<file path="src/rtl/riscv_pkg.sv">
// Shared RV32 decode definitions: operand selects, ALU ops, opcodes, immediate
// formats and the decode / ID-EX payload structs.
package riscv_pkg;
    localparam logic [1:0] SEL_REG  = 2'd0;
    localparam logic [1:0] SEL_IMM  = 2'd1;
    localparam logic [1:0] SEL_PC   = 2'd2;
    localparam logic [1:0] SEL_ZERO = 2'd3;

    localparam logic [3:0] ALU_ADD  = 4'd0;
    localparam logic [3:0] ALU_SUB  = 4'd1;
    localparam logic [3:0] ALU_SLL  = 4'd2;
    localparam logic [3:0] ALU_SLT  = 4'd3;
    localparam logic [3:0] ALU_SLTU = 4'd4;
    localparam logic [3:0] ALU_XOR  = 4'd5;
    localparam logic [3:0] ALU_SRL  = 4'd6;
    localparam logic [3:0] ALU_SRA  = 4'd7;
    localparam logic [3:0] ALU_OR   = 4'd8;
    localparam logic [3:0] ALU_AND  = 4'd9;

    localparam logic [6:0] OP_LUI      = 7'h37;
    localparam logic [6:0] OP_AUIPC    = 7'h17;
    localparam logic [6:0] OP_JAL      = 7'h6f;
    localparam logic [6:0] OP_JALR     = 7'h67;
    localparam logic [6:0] OP_BRANCH   = 7'h63;
    localparam logic [6:0] OP_LOAD     = 7'h03;
    localparam logic [6:0] OP_STORE    = 7'h23;
    localparam logic [6:0] OP_IMM      = 7'h13;
    localparam logic [6:0] OP_OP       = 7'h33;
    localparam logic [6:0] OP_MISC_MEM = 7'h0f;
    localparam logic [6:0] OP_SYSTEM   = 7'h73;

    localparam logic [2:0] F3_ADD  = 3'd0;
    localparam logic [2:0] F3_SLL  = 3'd1;
    localparam logic [2:0] F3_SLT  = 3'd2;
    localparam logic [2:0] F3_SLTU = 3'd3;
    localparam logic [2:0] F3_XOR  = 3'd4;
    localparam logic [2:0] F3_SR   = 3'd5;
    localparam logic [2:0] F3_OR   = 3'd6;
    localparam logic [2:0] F3_AND  = 3'd7;

    localparam logic [2:0] IMM_I = 3'd0;
    localparam logic [2:0] IMM_S = 3'd1;
    localparam logic [2:0] IMM_B = 3'd2;
    localparam logic [2:0] IMM_U = 3'd3;
    localparam logic [2:0] IMM_J = 3'd4;

    typedef struct packed {
        logic is_lui, is_auipc, is_jal, is_jalr, is_branch;
        logic is_mem, we_mem, is_misc_mem, is_system;
    } flags_t;

    typedef struct packed {
        logic [3:0] alu_op;
        logic [1:0] sel_a, sel_b;
        logic [2:0] imm_type;
        logic       uses_rs1, uses_rs2, writes_rd, illegal;
        flags_t     fl;
    } dec_t;

    typedef struct packed {
        logic        valid;
        logic [31:0] pc, dat_a, dat_b, store_dat, imm;
        logic [2:0]  funct3;
        logic [4:0]  rd;
        logic [3:0]  alu_op;
        logic [11:0] csr_addr;
        flags_t      fl;
        logic        illegal;
    } idex_t;

    // alt selects SUB / SRA; callers only raise it where the encoding allows.
    function automatic logic [3:0] alu_op_f3(input logic [2:0] f3, input logic alt);
        case (f3)
            F3_ADD:  return alt ? ALU_SUB : ALU_ADD;
            F3_SLL:  return ALU_SLL;
            F3_SLT:  return ALU_SLT;
            F3_SLTU: return ALU_SLTU;
            F3_XOR:  return ALU_XOR;
            F3_SR:   return alt ? ALU_SRA : ALU_SRL;
            F3_OR:   return ALU_OR;
            default: return ALU_AND;
        endcase
    endfunction
endpackage

</file>
<file path="src/rtl/decoder.sv">
// RV32I decoder: operand selects, ALU op, immediate format, register use and
// illegal detection (unknown opcode or register index beyond NUM_REGS).
module decoder
    import riscv_pkg::*;
#(
    parameter int NUM_REGS = 32
) (
    input  logic [31:0] instr_i,
    output dec_t        dec_o
);
    localparam logic [5:0] NREG = 6'(NUM_REGS);

    logic [6:0] opcode;
    logic [2:0] f3;
    logic       op_ok;
    logic       reg_bad;

    assign opcode = instr_i[6:0];
    assign f3     = instr_i[14:12];

    always_comb begin
        dec_o          = '0;
        dec_o.alu_op   = ALU_ADD;
        dec_o.sel_a    = SEL_ZERO;
        dec_o.sel_b    = SEL_ZERO;
        dec_o.imm_type = IMM_I;
        op_ok          = 1'b1;
        case (opcode)
            OP_LUI:      begin dec_o.sel_b = SEL_IMM; dec_o.imm_type = IMM_U; dec_o.writes_rd = 1'b1; dec_o.fl.is_lui = 1'b1; end
            OP_AUIPC:    begin dec_o.sel_a = SEL_PC; dec_o.sel_b = SEL_IMM; dec_o.imm_type = IMM_U; dec_o.writes_rd = 1'b1; dec_o.fl.is_auipc = 1'b1; end
            OP_JAL:      begin dec_o.sel_a = SEL_PC; dec_o.sel_b = SEL_IMM; dec_o.imm_type = IMM_J; dec_o.writes_rd = 1'b1; dec_o.fl.is_jal = 1'b1; end
            OP_JALR:     begin dec_o.sel_a = SEL_REG; dec_o.sel_b = SEL_IMM; dec_o.uses_rs1 = 1'b1; dec_o.writes_rd = 1'b1; dec_o.fl.is_jalr = 1'b1; end
            OP_BRANCH:   begin dec_o.sel_a = SEL_REG; dec_o.sel_b = SEL_REG; dec_o.alu_op = ALU_SUB; dec_o.imm_type = IMM_B;
                               dec_o.uses_rs1 = 1'b1; dec_o.uses_rs2 = 1'b1; dec_o.fl.is_branch = 1'b1; end
            OP_LOAD:     begin dec_o.sel_a = SEL_REG; dec_o.sel_b = SEL_IMM; dec_o.uses_rs1 = 1'b1; dec_o.writes_rd = 1'b1; dec_o.fl.is_mem = 1'b1; end
            OP_STORE:    begin dec_o.sel_a = SEL_REG; dec_o.sel_b = SEL_IMM; dec_o.imm_type = IMM_S; dec_o.uses_rs1 = 1'b1;
                               dec_o.uses_rs2 = 1'b1; dec_o.fl.is_mem = 1'b1; dec_o.fl.we_mem = 1'b1; end
            OP_IMM:      begin dec_o.sel_a = SEL_REG; dec_o.sel_b = SEL_IMM; dec_o.uses_rs1 = 1'b1; dec_o.writes_rd = 1'b1;
                               dec_o.alu_op = alu_op_f3(f3, (f3 == F3_SR) && instr_i[30]); end
            OP_OP:       begin dec_o.sel_a = SEL_REG; dec_o.sel_b = SEL_REG; dec_o.uses_rs1 = 1'b1; dec_o.uses_rs2 = 1'b1;
                               dec_o.writes_rd = 1'b1; dec_o.alu_op = alu_op_f3(f3, instr_i[30]); end
            OP_MISC_MEM: dec_o.fl.is_misc_mem = 1'b1;
            // CSR register forms read rs1; the immediate forms reuse the field as uimm.
            OP_SYSTEM:   begin dec_o.sel_a = SEL_REG; dec_o.uses_rs1 = ~f3[2] & (f3 != 3'd0);
                               dec_o.writes_rd = (f3 != 3'd0); dec_o.fl.is_system = 1'b1; end
            default:     op_ok = 1'b0;
        endcase
        reg_bad = (dec_o.writes_rd && ({1'b0, instr_i[11:7]} >= NREG))
               || (dec_o.uses_rs1 && ({1'b0, instr_i[19:15]} >= NREG))
               || (dec_o.uses_rs2 && ({1'b0, instr_i[24:20]} >= NREG));
        dec_o.illegal = !op_ok || reg_bad;
        if (dec_o.illegal) begin
            dec_o.fl        = '0;
            dec_o.writes_rd = 1'b0;
        end
    end
endmodule

</file>
<file path="src/rtl/id_fwd_mux.sv">
// Priority forward selector: lowest-index matching source wins, x0 reads zero.
module id_fwd_mux #(
    parameter int NUM_FWD = 2
) (
    input  logic [4:0]            rs_i,
    input  logic [31:0]           rf_dat_i,
    input  logic [NUM_FWD-1:0]    fwd_valid_i,
    input  logic [5*NUM_FWD-1:0]  fwd_rd_i,
    input  logic [32*NUM_FWD-1:0] fwd_dat_i,
    output logic [31:0]           dat_o
);
    always_comb begin
        dat_o = rf_dat_i;
        // Walk oldest to youngest so the youngest match overwrites.
        for (int i = NUM_FWD - 1; i >= 0; i--) begin
            if (fwd_valid_i[i] && fwd_rd_i[5*i +: 5] == rs_i) dat_o = fwd_dat_i[32*i +: 32];
        end
        if (rs_i == 5'd0) dat_o = '0;
    end
endmodule

</file>
<file path="src/rtl/imm_gen.sv">
// Sign-extended immediate extraction for the I/S/B/U/J formats.
module imm_gen
    import riscv_pkg::*;
(
    input  logic [31:0] instr_i,
    input  logic [2:0]  imm_type_i,
    output logic [31:0] imm_o
);
    always_comb begin
        case (imm_type_i)
            IMM_S:   imm_o = {{20{instr_i[31]}}, instr_i[31:25], instr_i[11:7]};
            IMM_B:   imm_o = {{19{instr_i[31]}}, instr_i[31], instr_i[7], instr_i[30:25], instr_i[11:8], 1'b0};
            IMM_U:   imm_o = {instr_i[31:12], 12'h000};
            IMM_J:   imm_o = {{11{instr_i[31]}}, instr_i[31], instr_i[19:12], instr_i[20], instr_i[30:21], 1'b0};
            default: imm_o = {{20{instr_i[31]}}, instr_i[31:20]};
        endcase
    end
endmodule

</file>
<file path="src/rtl/reg_file.sv">
// Two-read one-write register file, x0 hardwired to zero.
// ID_RF_BYPASS_EN: a same-cycle write to the register being read is returned.
module reg_file #(
    parameter int NUM_REGS = 32
) (
    input  logic             clk_i,
    input  logic [1:0][4:0]  ra_i,
    output logic [1:0][31:0] rd_o,
    input  logic [4:0]       wa_i,
    input  logic [31:0]      wd_i,
    input  logic             we_i
);
    localparam int         AW   = $clog2(NUM_REGS);
    localparam logic [5:0] NREG = 6'(NUM_REGS);

    logic [31:0] mem_q [NUM_REGS];
    logic        wr_ok;

    assign wr_ok = we_i && (wa_i != 5'd0) && ({1'b0, wa_i} < NREG);

    always_ff @(posedge clk_i) begin
        if (wr_ok) mem_q[wa_i[AW-1:0]] <= wd_i;
    end

    always_comb begin
        for (int p = 0; p < 2; p++) begin
            rd_o[p] = '0;
            if (ra_i[p] != 5'd0 && {1'b0, ra_i[p]} < NREG) rd_o[p] = mem_q[ra_i[p][AW-1:0]];
`ifdef ID_RF_BYPASS_EN
            if (wr_ok && wa_i == ra_i[p]) rd_o[p] = wd_i;
`endif
        end
    end
endmodule

</file>
<file path="src/rtl/stage_id_pipe.sv">
// Decode stage with registered ID/EX boundary, forwarding, load-use bubble and
// valid/ready handshake. Optional macro ID_RF_BYPASS_EN enables RF write bypass.
module stage_id_pipe
    import riscv_pkg::*;
#(
    parameter int NUM_FWD  = 2,
    parameter int NUM_REGS = 32
) (
    input  logic                  clk_i,
    input  logic                  rst_i,
    input  logic                  valid_i,
    input  logic [31:0]           instruction_i,
    input  logic [31:0]           pc_i,
    output logic                  stall_o,
    input  logic                  flush_i,
    input  logic                  ex_ready_i,
    input  logic                  ex_is_load_i,
    input  logic [4:0]            ex_rd_i,
    input  logic [4:0]            rd_i,
    input  logic [31:0]           rf_wd_i,
    input  logic                  rf_we_i,
    input  logic [NUM_FWD-1:0]    fwd_valid_i,
    input  logic [5*NUM_FWD-1:0]  fwd_rd_i,
    input  logic [32*NUM_FWD-1:0] fwd_dat_i,
    output logic                  valid_o,
    output logic [31:0]           pc_o,
    output logic [2:0]            funct3_o,
    output logic [4:0]            rd_o,
    output logic [3:0]            alu_op_o,
    output logic [11:0]           csr_addr_o,
    output logic [31:0]           dat_a_o,
    output logic [31:0]           dat_b_o,
    output logic [31:0]           store_dat_o,
    output logic [31:0]           imm_o,
    output logic                  is_lui_o,
    output logic                  is_auipc_o,
    output logic                  is_jal_o,
    output logic                  is_jalr_o,
    output logic                  is_branch_o,
    output logic                  is_mem_o,
    output logic                  we_mem_o,
    output logic                  is_misc_mem_o,
    output logic                  is_system_o,
    output logic                  e_illegal_inst_o
);
    dec_t             dec;
    logic [4:0]       rs1, rs2;
    logic [31:0]      imm, rs1_dat, rs2_dat;
    logic [1:0][31:0] rf_dat;
    logic             hold, hz;
    idex_t            idex_d, idex_q;

    assign rs1 = instruction_i[19:15];
    assign rs2 = instruction_i[24:20];

    decoder #(.NUM_REGS(NUM_REGS)) u_dec (.instr_i(instruction_i), .dec_o(dec));
    imm_gen u_imm (.instr_i(instruction_i), .imm_type_i(dec.imm_type), .imm_o(imm));
    reg_file #(.NUM_REGS(NUM_REGS)) u_rf (
        .clk_i(clk_i), .ra_i({rs2, rs1}), .rd_o(rf_dat),
        .wa_i(rd_i), .wd_i(rf_wd_i), .we_i(rf_we_i)
    );
    id_fwd_mux #(.NUM_FWD(NUM_FWD)) u_fwd_rs1 (
        .rs_i(rs1), .rf_dat_i(rf_dat[0]), .fwd_valid_i(fwd_valid_i),
        .fwd_rd_i(fwd_rd_i), .fwd_dat_i(fwd_dat_i), .dat_o(rs1_dat)
    );
    id_fwd_mux #(.NUM_FWD(NUM_FWD)) u_fwd_rs2 (
        .rs_i(rs2), .rf_dat_i(rf_dat[1]), .fwd_valid_i(fwd_valid_i),
        .fwd_rd_i(fwd_rd_i), .fwd_dat_i(fwd_dat_i), .dat_o(rs2_dat)
    );

    function automatic logic [31:0] op_sel(input logic [1:0] sel, input logic [31:0] r,
                                           input logic [31:0] i, input logic [31:0] pc);
        case (sel)
            SEL_REG: return r;
            SEL_IMM: return i;
            SEL_PC:  return pc;
            default: return '0;
        endcase
    endfunction

    // A load still in EX cannot be forwarded yet; next cycle it arrives on fwd_*.
    assign hold    = idex_q.valid & ~ex_ready_i;
    assign hz      = valid_i & idex_q.valid & ex_is_load_i & (ex_rd_i != 5'd0)
                   & ((dec.uses_rs1 & (rs1 == ex_rd_i)) | (dec.uses_rs2 & (rs2 == ex_rd_i)));
    assign stall_o = hz | hold;

    always_comb begin
        idex_d = idex_q;
        if (flush_i) begin
            idex_d.valid = 1'b0;
        end else if (!hold) begin
            if (hz) begin
                idex_d = '0;
            end else if (valid_i) begin
                idex_d.valid     = 1'b1;
                idex_d.pc        = pc_i;
                idex_d.funct3    = instruction_i[14:12];
                idex_d.rd        = dec.writes_rd ? instruction_i[11:7] : 5'd0;
                idex_d.alu_op    = dec.alu_op;
                idex_d.csr_addr  = instruction_i[31:20];
                idex_d.dat_a     = op_sel(dec.sel_a, rs1_dat, imm, pc_i);
                idex_d.dat_b     = op_sel(dec.sel_b, rs2_dat, imm, pc_i);
                idex_d.store_dat = rs2_dat;
                idex_d.imm       = imm;
                idex_d.fl        = dec.fl;
                idex_d.illegal   = dec.illegal;
            end else begin
                idex_d.valid = 1'b0;
            end
        end
    end

    always_ff @(posedge clk_i) begin
        if (rst_i) idex_q <= '0;
        else       idex_q <= idex_d;
    end

    assign valid_o          = idex_q.valid;
    assign pc_o             = idex_q.pc;
    assign funct3_o         = idex_q.funct3;
    assign rd_o             = idex_q.rd;
    assign alu_op_o         = idex_q.alu_op;
    assign csr_addr_o       = idex_q.csr_addr;
    assign dat_a_o          = idex_q.dat_a;
    assign dat_b_o          = idex_q.dat_b;
    assign store_dat_o      = idex_q.store_dat;
    assign imm_o            = idex_q.imm;
    assign is_lui_o         = idex_q.fl.is_lui;
    assign is_auipc_o       = idex_q.fl.is_auipc;
    assign is_jal_o         = idex_q.fl.is_jal;
    assign is_jalr_o        = idex_q.fl.is_jalr;
    assign is_branch_o      = idex_q.fl.is_branch;
    assign is_mem_o         = idex_q.fl.is_mem;
    assign we_mem_o         = idex_q.fl.we_mem;
    assign is_misc_mem_o    = idex_q.fl.is_misc_mem;
    assign is_system_o      = idex_q.fl.is_system;
    assign e_illegal_inst_o = idex_q.illegal;
endmodule

</file>
<file path="config.mk">
export PLATFORM = sky130hd
export DESIGN_NAME = stage_id_pipe
export DESIGN_NICKNAME = d
export VERILOG_FILES = /design/src/rtl/riscv_pkg.sv /design/src/rtl/decoder.sv /design/src/rtl/id_fwd_mux.sv /design/src/rtl/imm_gen.sv /design/src/rtl/reg_file.sv /design/src/rtl/stage_id_pipe.sv
export SDC_FILE = /design/constraint.sdc
export NUM_CORES = 2
export LEC_CHECK = 0
export BUFFER_PORTS_ARGS = -buffer_cell sky130_fd_sc_hd__buf_2
export CORE_UTILIZATION = 45
export DETAILED_ROUTE_END_ITERATION = 10
export GPL_ROUTABILITY_DRIVEN = 0
export GPL_TIMING_DRIVEN = 0
export SLEW_MARGIN = 30
export SYNTH_ARGS = -nofsm -noshare
export SYNTH_HDL_FRONTEND = slang
export SYNTH_SLANG_ARGS = --single-unit
</file>
<file path="constraint.sdc">
create_clock -name clk_i -period 3.6 [get_ports clk_i]
set_input_delay 0.18 -clock clk_i [delete_from_list [all_inputs] [get_ports clk_i]]
set_output_delay 0.18 -clock clk_i [all_outputs]
set_load 0.02 [all_outputs]
</file>
Word level (Yosys, flattened, before mapping)
Memories as Yosys holds them, arrays and structs flattened.
Cells that the tools add are included.
- register bits: 195
- latch bits: 0
- bits in writable memories: 1024
- bits in read-only memories: 0
- input bits: 189
- output and inout port bits: 196
- logic and storage cells: 138
- memories: 1
- memories (name ; depth ; bits a word ; rd ports ; clocked after memory_dff ; write ports ; RTL line ; RTL):
    u_rf.mem_q ; 32 ; 32 ; 2 ; 0 ; 1 ; reg_file.sv:16 ; logic [31:0] mem_q [NUM_REGS];
- add/subtract/negate cells: 0
- multipliers: 0
- divide/modulo/power cells: 0
- magnitude comparators: 0
- equality and inequality tests: 31
- shift-type cells: 0
- multiplexer cells: 42
- bitwise gates (word level): 14
- reductions and logical operators: 30
- operators by type and width (kind ; count):
    $mux 32 ; 8
    $mux 195 ; 1
    $mux 194 ; 1
    $pmux 32 s3 ; 2
    $pmux 31 s4 ; 1
    $pmux 4 s7 ; 2
    $eq 5x5->1 ; 6
    $eq 7x7->1 const B ; 4
    $eq 7x6->1 const B ; 3
    $reduce_or 7->1 ; 3
    $reduce_bool 5->1 ; 4
    $mux 1 ; 19
    $eq 7x5->1 const B ; 2
    $eq 3x2->1 const B ; 4
    $eq 3x3->1 const B ; 4
    $pmux 3 s4 ; 1
    $pmux 4 s3 ; 1
    $reduce_or 11->1 ; 1
    $logic_not 5->1 ; 2
    $reduce_or 2->1 ; 5
    $mux 9 ; 1
    $and 1x1->1 ; 8
    $pmux 2 s2 ; 2
    $eq 7x2->1 const B ; 1
    17 further kinds ; 31

Depth between registers and ports, before layout
- depth in word-level cells: 8
- depth in mapped cells: 12
- depth with buffers taken out: 7

By module
A second synthesis with hierarchy kept.
- cells, all modules: 4229
- area, all modules: 60837.1 µm²
- by module, submodules not included (module ; instances ; cells each ; area each (µm²) ; sequential area each (µm²)):
    reg_file ; 1 ; 2564 ; 47929.7 ; 30749.5
    stage_id_pipe ; 1 ; 1104 ; 9374.0 ; 3903.7
    id_fwd_mux ; 2 ; 196 ; 1251.2 ; 0.0
    imm_gen ; 1 ; 90 ; 591.8 ; 0.0
    decoder ; 1 ; 79 ; 439.2 ; 0.0

Worst setup path before layout
No wires, ideal clock.
- kind: input-to-reg
- start point: in rd_i[1]
- end point: mem u_rf.mem_q[28][0] (enable)
- setup time: 421 ps
- data arrival time: 2000 ps
- required time: 3179 ps
- setup slack: 1179 ps
- stages on the path: 3
- buffers on the path: 1
- path through: or2_2 -> clkbuf_1 -> nor2_1
- longest elaborated chain between the ends: 4
- RTL lines (item ; RTL line ; RTL):
    start: declaration ; stage_id_pipe.sv:19 ; input logic [4:0] rd_i,
    $reduce_bool 5->1 ; reg_file.sv:19 ; assign wr_ok = we_i && (wa_i != 5'd0) && ({1'b0, wa_i} < NREG);
    $logic_and 1x1->1 ; reg_file.sv:19 ;
    $mux 1 ; reg_file.sv:22 ; if (wr_ok) mem_q[wa_i[AW-1:0]] <= wd_i;
    $mux 1 (implied by the code) ; reg_file.sv:22 ;
    end: declaration ; reg_file.sv:16 ;
Parallel ways exist; a longest one is shown, timed or not.

Final worst setup path
- start point: in instruction_i[22]
- end point: reg idex_q (netlist bit dat_b_o[16])
- longest elaborated chain between the ends: 8
- elaborated cells between the ends (all ways): 20
- classes of those cells: 3 x eq/ne; 7 x mux; 3 x bitwise; 6 x reduce/logical; 1 x memory
- RTL lines (item ; RTL line ; RTL):
    start: declaration ; stage_id_pipe.sv:12 ; input logic [31:0] instruction_i,
    $mem_v2 32x32 (tied with other cells) ; n/a ;
    $mux 32 / $logic_and 1x1->1 (equally long branches) ; reg_file.sv:28, id_fwd_mux.sv:16 ;
    $mux 32 (2 in series) ; id_fwd_mux.sv:16 ; if (fwd_valid_i[i] && fwd_rd_i[5*i +: 5] == rs_i) dat_o = fwd_dat_i[32*i +: 32];
    $mux 32 ; id_fwd_mux.sv:18 ; if (rs_i == 5'd0) dat_o = '0;
    $pmux 32 s3 ; stage_id_pipe.sv:73 ; case (sel)
    $mux 194 ; stage_id_pipe.sv:94 ; end else if (valid_i) begin
    $mux 195 ; stage_id_pipe.sv:92 ; if (hz) begin
    end signal: assignment ; stage_id_pipe.sv:115 ; else idex_q <= idex_d;
    end: declaration ; stage_id_pipe.sv:51 ; idex_t idex_d, idex_q;
Parallel ways exist; a longest one is shown, timed or not. The select of a mux whose other input is x is not followed.
A chain may end at the register's enable or synchronous reset.

==> key figures <==
Power
  • IR Drop Worst-Case VDD: approximately 560 uV
  • Power density over the cells: 479 mW/mm^2
  • Static power due to leakage: 23.5 nW
  • Pwr Total: 32.8 mW

Job
  • Max cap viols: 0

Clock network
  • Clk sinks: ~1,200
  • CTS H-tree lvls: 4
  • Root Driver: clkbuf_16
  • CTS Buf Count: around 130
  • Clock latency on the worst-skew pair: 0.79 ns
  • CTS tree: built
  • Clk pin slew, worst setup/hold paths: 0.07 ns
  • # Post-CTS Setup Buffers: 0
  • Buffer levels on the longest clock path: 3

Global routing
  • Grt total ovfl: 0
  • Initial antenna violation count: 27
  • Met2 usage: 56.7%
  • Top Usage Layer GRT: met2
  • Gr usage total: ~39%
  • GR Util met3: between 10% and 20%
  • Met1 GRT Util: 45.3%
  • Number of global-route vias before repair: between 30,000 and 40,000
  • Largest net degree at the start of global routing: 33
  • First-pass GRT wire length: ~330,000 um

Placement
  • HPWL after detailed placement: 179,000 um
  • Dpl cells: 5,460
  • IO buf count: ~380
  • Place WS: -1.19 ns

Critical path
  • Critical path arrival: 4.64 ns
  • Type of origin of the critical path: primary input
  • CP Data Required Time: ~4.3 ns
  • Worst-path cell chain: buf_2 > buf_4 > buf_2 > nand2b_2 > buf_2 > clkdlybuf4s15_2 > o21ai_0 > o21ai_1 > a22oi_1 > o211ai_1
  • Setup CP Type: primary input to flop
  • CP peak stage delay: 1.00 ns
  • Path depth of the worst reg2reg path: 9
  • Worst setup EP type: flop
  • Worst path slowest cell: o21ai_1
  • CP Max Fanout: 10
  • FF-to-FF setup slack: about 0.090 ns
  • Critical path's most frequent cell: buf_2

Final layout
  • Post-layout util: 55.2%
  • Nets@finish: 4,316
  • Area delta synth->final: 21.3%
  • Fill cells: 9,876
  • Final instance count without filler cells: 5,877
  • Layout cell share with drive strength beyond 1: approximately a third

Synthesis
  • Most used DFF post-synth: edfxtp_1
  • Synth unique cells: 77
  • Synthesized area per cell: 16.9 um^2
  • Synth Cell Area: 0.0565 mm^2
  • Syn Inst Count: 3,348
  • Post-synthesis sequential area ratio: 61.3%
  • Post-synth EDFFs: between 1,000 and 1,500
  • Seq cells post-synth: between 1,000 and 1,500
  • Ys async rst share: 0%
  • Ys Warns: 0

Timing
  • Worst-margin pin slew: 1.27 ns
  • Final hold violation count: 0
  • Final WS setup: -0.327 ns
  • Clock Skews: 0.0323 ns
  • Period minus WS final: 3.93 ns
  • Slew headroom: 14.5%
  • Final period util: 109%
  • Hold_ws: between 0.07 and 0.08 ns
  • Pins over their slew limit: 0
  • Fmax: 255 MHz
  • RSZ-0062 raised after global routing: true
  • # setup viols final: 22

Floorplanning
  • Die Wd: ~360 um
  • Std cell rows: about 130
  • Core area: 0.124 mm^2
  • Die area: between 0.1 and 0.15 mm^2
  • Initial core utilization: 45.6%
  • Die Y: 356 um
  • I/O pins: roughly 390

Route
  • WL/cell: roughly 42 um
  • Pre-Repair DR Iteration Count: 9
  • Vias: 41,100
  • DRC: 0
  • DR iter-0 viols: 7,488
  • Via density per instance: between 6 and 7
  • ANT nets after route: 0
  • Wire length after detailed routing: 247,000 um

Min path
  • Hold path cells: 3
  • Hold crit path type: primary input to flop

Run status
  • Failing checks: negative setup slack
  • Outcome: finished with violations
cell families after synthesis:
| family | synth area share [%] |
|---|---|
| flip-flops | 61.3 |
| multiplexers | 23.7 |
| AND/OR/NAND/NOR | 4.86 |
| AO/OA/AOI/OAI | 6.59 |
| buffers and inverters | 3.17 |
| XOR/XNOR | 0.465 |
| other | 0.00663 |
through the flow:
stage / setup TNS, ns / cell area, um^2
after floorplan: 0 / 56700
after CTS: 0 / 68400
after detailed placement: -33.51 / 62600
final: -2.22 / 68600
after global placement: -984.39 / 60600
after global routing: -0.0458 / 68500
cell usage after synthesis, drive strengths merged (14+ instances only):
library cell / instances / area (um^2)
edfxtp: 1024 / 30700
mux4: 537 / 12200
dfxtp: 194 / 3880
nand2: 171 / 642
buf: 167 / 1260
o21ai: 161 / 806
nor2: 155 / 589
a21oi: 132 / 668
clkbuf: 111 / 459
mux2i: 100 / 1000
nand3: 94 / 470
nor3: 81 / 410
a22oi: 55 / 423
a221oi: 42 / 374
a32oi: 41 / 359
o22ai: 30 / 188
o211ai: 22 / 185
xor2: 21 / 184
and3: 15 / 93.8
a22o: 14 / 123
power breakdown:
part,internal (mW),total (mW),switching (mW)
logic,1.38,4.04,2.66
registers,15.5,15.6,0.131
clock network,7.48,13.2,5.68
cells in the final DEF, fill, tap and decap left out, types with 14 or more instances in the layout:
cell	synthesis	layout
o22ai_1	30	30
nand2_1	171	171
nor2_4	1	32
buf_16	0	59
conb_1	1	32
nor3_1	80	74
o21ai_0	93	89
clkbuf_16	0	136
nand3_1	94	93
clkbuf_2	4	33
mux2i_1	100	100
edfxtp_1	1024	1024
mux4_1	31	31
buf_8	13	16
dlygate4sd3_1	0	167
and3_1	15	15
diode_2	0	17
clkinv_2	0	24
clkbuf_1	102	109
buf_4	26	27
buf_2	76	463
xor2_1	21	21
a21oi_1	130	123
a22oi_1	53	53
a22o_1	14	14
dfxtp_1	194	194
mux4_2	494	494
o211ai_1	18	18
o21ai_1	68	68
a221oi_1	41	35
clkinv_1	0	20
nor2_1	154	123
a32oi_1	41	41
buf_6	22	22
layer usage:
layer / part of all wire (%) / wire length, um
met2: 43 / 107000
met1: 33 / 80900
met4: 9.4 / 23100
met3: 15 / 36100
met5: 0.059 / 146
area by class of cell:
cell class	count	area, um^2	area share (%)
inverters	6	22.5	0.0328
multi-input cells	1872	20700	30.1
diodes	17	42.5	0.0620
flip-flops and latches	1218	34600	50.5
plain buffers	283	1820	2.65
well taps	1637	2050	2.99
clock inverters	57	464	0.677
clock buffers	172	3580	5.22
repair buffers	615	5300	7.72
final timing paths:
path / startpoint / to
setup / recovery: instruction_i[22] / dat_b_o[16]$_SDFFE_PP0P_
setup reg to reg: valid_o$_SDFFE_PP0N_ / dat_a_o[29]$_SDFFE_PP0P_
hold / removal: fwd_dat_i[11] / dat_a_o[11]$_SDFFE_PP0P_
hold reg to reg: imm_o[8]$_SDFFE_PP0P_ / imm_o[8]$_SDFFE_PP0P_
critical path: cells and delay by family:
kind / cells / cell delay (ns)
buffers and inverters: 5 / 2.16
and+or+nand+nor: 1 / 0.44
AOI/OAI and AO/OA: 4 / 1.82
sequential cells by signal, summed over array words and instances (netlist names):
name / cells
u_rf.mem_q: 1024
dat_a_o: 32
dat_b_o: 32
imm_o: 32
pc_o: 32
store_dat_o: 32
csr_addr_o: 11
rd_o: 5
alu_op_o: 4
funct3_o: 3
e_illegal_inst_o: 1
is_auipc_o: 1
is_branch_o: 1
is_jal_o: 1
is_jalr_o: 1
is_lui_o: 1
is_mem_o: 1
is_misc_mem_o: 1
is_system_o: 1
valid_o: 1
we_mem_o: 1
what timing repair did:
action,4_1_cts,5_1_grt
setup endpoints to repair,12,15
endpoints found under the hold margin,1151,2
pin swaps,1,0
gates resized for setup,6,19
hold buffers,165,2
No activity file was read; power rests on OpenSTA's default activity.
